File: config.mk
export PLATFORM = sky130hd
export DESIGN_NAME = fu_seq_ctrl_flat
export DESIGN_NICKNAME = d
export VERILOG_FILES = /design/src/rtl/fu_seq_ctrl_pkg.sv /design/src/rtl/fu_seq_ctrl_if.sv /design/src/rtl/fu_seq_ctrl.sv /design/src/flat_wrapper.sv
export SDC_FILE = /design/constraint.sdc
export NUM_CORES = 1
export LEC_CHECK = 0
export CAP_MARGIN = 20
export CORE_ASPECT_RATIO = 0.6
export CORE_MARGIN = 5
export CORE_UTILIZATION = 43
export DETAILED_ROUTE_END_ITERATION = 12
export PLACE_DENSITY = 0.77
export RECOVER_POWER = 100
export SETUP_SLACK_MARGIN = 0.02
export SKIP_LAST_GASP = 1
export SLEW_MARGIN = 20
export SYNTH_ARGS = -nofsm -noshare
export SYNTH_HDL_FRONTEND = slang
export SYNTH_SLANG_ARGS = --single-unit
File: constraint.sdc
create_clock -name clk -period 2.7 [get_ports clk]
set_clock_uncertainty 0.2 [all_clocks]
set_input_delay 0.81 -clock clk [delete_from_list [all_inputs] [get_ports clk]]
set_output_delay 0.81 -clock clk [all_outputs]
set_load 0.02 [all_outputs]
File: src/rtl/fu_seq_ctrl_pkg.sv
// Shared types for the functional-unit command sequencer: FU function codes,
// sequencer state names and helpers classifying the iterable operations.
package fu_seq_ctrl_pkg;

    localparam int FS_W = 4;

    typedef enum logic [FS_W-1:0] {
        FCLR  = 4'h0,
        FADD  = 4'h1,
        FSUB  = 4'h2,
        FAND  = 4'h3,
        FOR   = 4'h4,
        FXOR  = 4'h5,
        FNOT  = 4'h6,
        FMOVA = 4'h7,
        FMOVB = 4'h8,
        FINC  = 4'h9,
        FDEC  = 4'hA,
        FSHR  = 4'hB,
        FSRA  = 4'hC,
        FSLA  = 4'hD
    } fs_t;

    typedef enum logic [1:0] {
        IDLE = 2'd0,
        RUN  = 2'd1,
        DONE = 2'd2
    } fu_seq_state_t;

    // Ops whose result is fed back into the B operand on every extra pass.
    function automatic logic is_iter_b(input fs_t fs);
        return (fs == FSHR) || (fs == FSRA) || (fs == FSLA);
    endfunction

    // Ops whose result is fed back into the A operand on every extra pass.
    function automatic logic is_iter_a(input fs_t fs);
        return (fs == FINC) || (fs == FDEC);
    endfunction

endpackage

File: src/rtl/fu_seq_ctrl_if.sv
// Command/response handshake bundle between the issue logic (master) and the
// FU sequencer (slave).
interface fu_seq_ctrl_if #(
    parameter int DW = 16,
    parameter int CW = 4
) ();

    logic          cmd_valid;
    logic          cmd_ready;
    logic [3:0]    cmd_fs;
    logic [DW-1:0] cmd_a;
    logic [DW-1:0] cmd_b;
    logic [CW-1:0] cmd_cnt;

    logic          rsp_valid;
    logic          rsp_ready;
    logic [DW-1:0] rsp_f;
    logic          rsp_z;
    logic          rsp_n;

    modport master (
        output cmd_valid, cmd_fs, cmd_a, cmd_b, cmd_cnt, rsp_ready,
        input  cmd_ready, rsp_valid, rsp_f, rsp_z, rsp_n
    );

    modport slave (
        input  cmd_valid, cmd_fs, cmd_a, cmd_b, cmd_cnt, rsp_ready,
        output cmd_ready, rsp_valid, rsp_f, rsp_z, rsp_n
    );

endinterface

File: src/rtl/fu_seq_ctrl.sv
// Sequencer in front of the combinational FU: takes one command, runs the FU
// for one or more passes with result feedback, and returns the final f/z/n.
module fu_seq_ctrl
    import fu_seq_ctrl_pkg::*;
#(
    parameter int DW = 16,
    parameter int CW = 4
) (
    input  logic          clk,
    input  logic          rst,
    fu_seq_ctrl_if.slave  bus,
    output logic          busy,
    output logic [DW-1:0] a_in,
    output logic [DW-1:0] b_in,
    output logic [3:0]    fs_in,
    input  logic [DW-1:0] f_out,
    input  logic          z_out,
    input  logic          n_out
);

    localparam logic [1:0] S_IDLE = IDLE;
    localparam logic [1:0] S_RUN  = RUN;
    localparam logic [1:0] S_DONE = DONE;

    logic [1:0]    state;
    logic [DW-1:0] a_r;
    logic [DW-1:0] b_r;
    fs_t           fs_r;
    logic [CW-1:0] rem;
    logic [DW-1:0] f_r;
    logic          z_r;
    logic          n_r;

    fs_t           cmd_fs_e;
    logic          cmd_iter;
    logic [CW-1:0] cmd_passes;

    // Only iterable ops honour the count; a zero count still means one pass.
    always_comb begin
        cmd_fs_e   = fs_t'(bus.cmd_fs);
        cmd_iter   = is_iter_a(cmd_fs_e) || is_iter_b(cmd_fs_e);
        cmd_passes = CW'(1);
        if (cmd_iter && (bus.cmd_cnt != '0)) begin
            cmd_passes = bus.cmd_cnt;
        end
    end

    always_ff @(posedge clk or posedge rst) begin
        if (rst) begin
            state <= S_IDLE;
            a_r   <= '0;
            b_r   <= '0;
            fs_r  <= FCLR;
            rem   <= '0;
            f_r   <= '0;
            z_r   <= 1'b0;
            n_r   <= 1'b0;
        end else begin
            case (state)
                S_IDLE: begin
                    if (bus.cmd_valid) begin
                        a_r   <= bus.cmd_a;
                        b_r   <= bus.cmd_b;
                        fs_r  <= cmd_fs_e;
                        rem   <= cmd_passes;
                        state <= S_RUN;
                    end
                end
                S_RUN: begin
                    if (rem == CW'(1)) begin
                        f_r   <= f_out;
                        z_r   <= z_out;
                        n_r   <= n_out;
                        state <= S_DONE;
                    end else begin
                        rem <= rem - CW'(1);
                        if (is_iter_a(fs_r)) begin
                            a_r <= f_out;
                        end
                        if (is_iter_b(fs_r)) begin
                            b_r <= f_out;
                        end
                    end
                end
                S_DONE: begin
                    if (bus.rsp_ready) begin
                        state <= S_IDLE;
                    end
                end
                default: state <= S_IDLE;
            endcase
        end
    end

    assign bus.cmd_ready = (state == S_IDLE);
    assign bus.rsp_valid = (state == S_DONE);
    assign bus.rsp_f     = f_r;
    assign bus.rsp_z     = z_r;
    assign bus.rsp_n     = n_r;
    assign busy          = (state != S_IDLE);

    // The FU sees the live operands at all times but only computes a real op in RUN.
    assign a_in  = a_r;
    assign b_in  = b_r;
    assign fs_in = (state == S_RUN) ? fs_r : FCLR;

endmodule
File: src/flat_wrapper.sv
// flat-port wrapper written by rule: the top's interface ports become plain ports
module fu_seq_ctrl_flat import fu_seq_ctrl_pkg::*;
#(
    parameter int DW = 16,
    parameter int CW = 4
)
  (clk, rst, busy, a_in, b_in, fs_in, f_out, z_out, n_out, bus_cmd_valid, bus_cmd_fs, bus_cmd_a, bus_cmd_b, bus_cmd_cnt, bus_rsp_ready, bus_cmd_ready, bus_rsp_valid, bus_rsp_f, bus_rsp_z, bus_rsp_n);
  fu_seq_ctrl_if #(.DW(DW), .CW(CW)) bus_i ();
  input  logic clk;
  input  logic rst;
  output logic busy;
  output logic [DW-1:0] a_in;
  output logic [DW-1:0] b_in;
  output logic [3:0] fs_in;
  input  logic [DW-1:0] f_out;
  input  logic z_out;
  input  logic n_out;
  input wire logic [$bits(bus_i.cmd_valid)-1:0] bus_cmd_valid;
  input wire logic [$bits(bus_i.cmd_fs)-1:0] bus_cmd_fs;
  input wire logic [$bits(bus_i.cmd_a)-1:0] bus_cmd_a;
  input wire logic [$bits(bus_i.cmd_b)-1:0] bus_cmd_b;
  input wire logic [$bits(bus_i.cmd_cnt)-1:0] bus_cmd_cnt;
  input wire logic [$bits(bus_i.rsp_ready)-1:0] bus_rsp_ready;
  output wire logic [$bits(bus_i.cmd_ready)-1:0] bus_cmd_ready;
  output wire logic [$bits(bus_i.rsp_valid)-1:0] bus_rsp_valid;
  output wire logic [$bits(bus_i.rsp_f)-1:0] bus_rsp_f;
  output wire logic [$bits(bus_i.rsp_z)-1:0] bus_rsp_z;
  output wire logic [$bits(bus_i.rsp_n)-1:0] bus_rsp_n;
  assign bus_i.cmd_valid = bus_cmd_valid;
  assign bus_i.cmd_fs = bus_cmd_fs;
  assign bus_i.cmd_a = bus_cmd_a;
  assign bus_i.cmd_b = bus_cmd_b;
  assign bus_i.cmd_cnt = bus_cmd_cnt;
  assign bus_i.rsp_ready = bus_rsp_ready;
  assign bus_cmd_ready = bus_i.cmd_ready;
  assign bus_rsp_valid = bus_i.rsp_valid;
  assign bus_rsp_f = bus_i.rsp_f;
  assign bus_rsp_z = bus_i.rsp_z;
  assign bus_rsp_n = bus_i.rsp_n;
  fu_seq_ctrl #(.DW(DW), .CW(CW)) u_core (.clk(clk), .rst(rst), .bus(bus_i), .busy(busy), .a_in(a_in), .b_in(b_in), .fs_in(fs_in), .f_out(f_out), .z_out(z_out), .n_out(n_out));
endmodule
==> results.md <==
* Clock power frac at 18.8%
* Top cell type's share of synthesized area at 51.3%
* Netlist cell types at 37
* CTS tree: done
* Post-CTS Setup Inserts at 0
* Sw Ratio at 39.1%
* Filler cells at 568
* Final Cycle Share at 93.4%
* Share of cells above drive strength 1 at 17.8%
* Initial Util at 44.1%
* HPWL Detailed at 5.74 mm
* Insertion delay to the later sink of the worst-skew pair at 0.32 ns
* DR vias at 2325
* Gpl congestion at 0.798
* CP arrival at 1.51 ns
* Most frequent cells after synthesis: 84 x nand2_1, 60 x dfrtp_1, 34 x mux2_2
* Max layer used: met4
* First-pass GRT wire length at 12.7 mm
* Drc violations at 0
* WL met2 at 3.48 mm
* Gr ovfl total at 0
* Final Worst Setup Slack at 0.178 ns
* CP startpoint: u_core.state[1]$_DFFE_PP0P_
* WL/cell at 16.8 um
* Final Util at 66.4%
* CTS Root Cell: clkbuf_16
* Library cell with the highest instance count after synthesis: nand2_1
* Sequential-to-total area share from yosys stat at 51.3%
* CTS max path bufs at 2
* Antenna diodes at 0
* Initial DRT Pass Iterations at 4
* Row count at 23
* Final setup fails at 0
* Worst slew margin at 10.7%
* Vias per inst at 4.95
* Sw Pwr at 2.49 mW
* # IOs at 119
* #FFs+latches synth at 60
* Placement Setup Slack at -0.0106 ns
* Worst Setup Path Type: flop to output pin
* WL final at 7.88 mm
* Iter 0 DRT Violations at 64
* Final net count at 442
* Top FF cell, synth: dfrtp_1
* Die Width at 117 um
* Placed insts at 454
* Status: finished clean
* Critical Path RT at 1.69 ns
* Peak supply drop at 0.647 mV
* Wl on met1 at 3.45 mm
* RSZ-0062 raised after global routing: no
* P&R area growth vs syn at 50.7%
* Worst-path maximum fanout at 5
* Final Hold Fails at 0
* FF-to-FF Start: u_core.state[0]$_DFFE_PP0P_
* Clk pin slew, worst setup/hold paths at 0.05 ns
* LEAKAGE at 2.04 nW
* Core Region at 6650 sq um
* Total global routing track utilization at 19.7%
* Antenna Nets Post-Route at 0
* Metal3 WL at 901 um
* FMAX at 0.397 GHz
* Final worst path period need at 2.52 ns
* CTS Hold Bufs at 0
* Total die area at 8620 sq um
* Final Max Slew Viols at 0
* Top post-synthesis cells by area: dfrtp_1 51%, mux2_2 13%, nand2_1 11%, mux2_4 10%, buf_12 1.4%
* Largest net degree at the start of global routing at 61
* Reg power frac at 26.4%
* Post-Syn Area at 2930 sq um
* Cell taking the most area after synthesis: dfrtp_1
* Clk sinks at 60
* Least-Margin Pin Slew at 1.34 ns
* Worst min-delay path class: flop to flop
* Part of the power in combinational logic at 54.8%
* Die Ht at 73.9 um
* PortBufs at 118
* Synthesized area per cell at 11.5 sq um
* Non-Filler Instances at 470
* P_int at 3.88 mW
* Worst Hold Launch: u_core.b_in[4]$_DFFE_PP0P_
* Startpoint Class: flop
* Syn Inst Count at 254
* CP endpoint kind: output pin
* Post-synth ARST share at 100%
* Inserted Clock Buffers at 9
* Power Density at 1440 nW/um^2
* Vias in the first global route at 2433
* Htree depth at 3
* EDFF count, synth at 0
* Syn Nets at 318
* Max-cap violations at 0
* Warnings from Yosys at 0
* Number of antenna violations at the first check in global routing at 0
cells in the final DEF, fill, tap and decap left out, types with 3 or more instances in the layout:
cell type	instances
and2_1	3
dlygate4sd2_1	4
mux2_2	34
nand2_1	85
clkbuf_16	9
dlygate4sd3_1	51
clkbuf_8	4
clkdlybuf4s50_1	60
buf_4	3
o21ai_0	3
clkbuf_1	3
inv_1	8
mux2_1	18
dfrtp_1	60
stage by stage:
stage	hold WS [ns]	setup TNS [ns]	cell area, sq um	total power [mW]
finish	0.287	0	4410	6.37
global route	0.301	0	4410	6.79
CTS	0.303	-0.0770	4530	6.96
detailed placement	0.291	-0.0173	4200	5.74
global placement	0.287	0	4200	5.63
floorplan	0.277	0	2930	4.34
flip-flops by register name, indices dropped and copies added, names as in the netlist:
name              count
u_core.a_in          16
u_core.bus.rsp_n      1
u_core.b_in          16
u_core.bus.rsp_z      1
u_core.bus.rsp_f     16
u_core.fs_r           4
u_core.rem            4
u_core.state          2
power groups by stage:
| stage | clock [mW] | combinational (mW) | sequential [mW] |
|---|---|---|---|
| global placement | 0 | 3.94 | 1.69 |
| finish | 1.20 | 3.49 | 1.68 |
| floorplan | 0 | 2.22 | 2.12 |
| global route | 1.27 | 3.78 | 1.74 |
| detailed placement | 0 | 4.03 | 1.71 |
| CTS | 1.23 | 4.02 | 1.71 |
kinds of logic after synthesis:
group                      synth area share (%)
adders and majority gates                 0.854
and+or+nand+nor                            15.5
muxes                                      23.3
xor gates and xnor gates                  0.299
DFF                                        51.3
AOI/OAI and AO/OA                          4.57
buffers and inverters                      4.19
repair_timing:
item,4_1_cts,5_1_grt
pin swaps,0,0
gates resized for setup,5,3
endpoints found under the setup margin,5,3
critical path, cell delays in order (launching register included):
cell and delay [ns]:
dfrtp_1 0.44, or2_2 0.34, inv_1 0.07, dlygate4sd2_1 0.33
layer usage:
metal	vias to the layer above	GRT usage, %
met2	93	29.6
met3	6	10.3
met1	1131	25.7
met4	0	4.58
met5	-	0
li1	1095	-
layout make-up:
class | count | area, sq um | area share [%]
timing repair buffer | 124 | 1210 | 27.4
tap | 87 | 109 | 2.47
multi-input combinational | 174 | 1240 | 28.0
sequential | 60 | 1500 | 34.0
clock buffer | 13 | 280 | 6.35
inverter | 9 | 33.8 | 0.765
clock inverter | 3 | 42.5 | 0.964
final timing paths:
| path | end | cells past startpoint | slack [ns] |
|---|---|---|---|
| setup / recovery | bus_cmd_ready | 3 | 0.18 |
| hold / removal | u_core.b_in[4]$_DFFE_PP0P_ | 1 | 0.29 |
| setup reg to reg | u_core.bus.rsp_f[2]$_DFFE_PP0P_ | 4 | 0.25 |
| hold reg to reg | u_core.b_in[4]$_DFFE_PP0P_ | 1 | 0.29 |
| max in group asynchronous | u_core.state[0]$_DFFE_PP0P_ | 3 | 0.44 |
| min in group asynchronous | u_core.bus.rsp_f[7]$_DFFE_PP0P_ | 3 | 1.05 |
(Power assumes the default switching activity.)
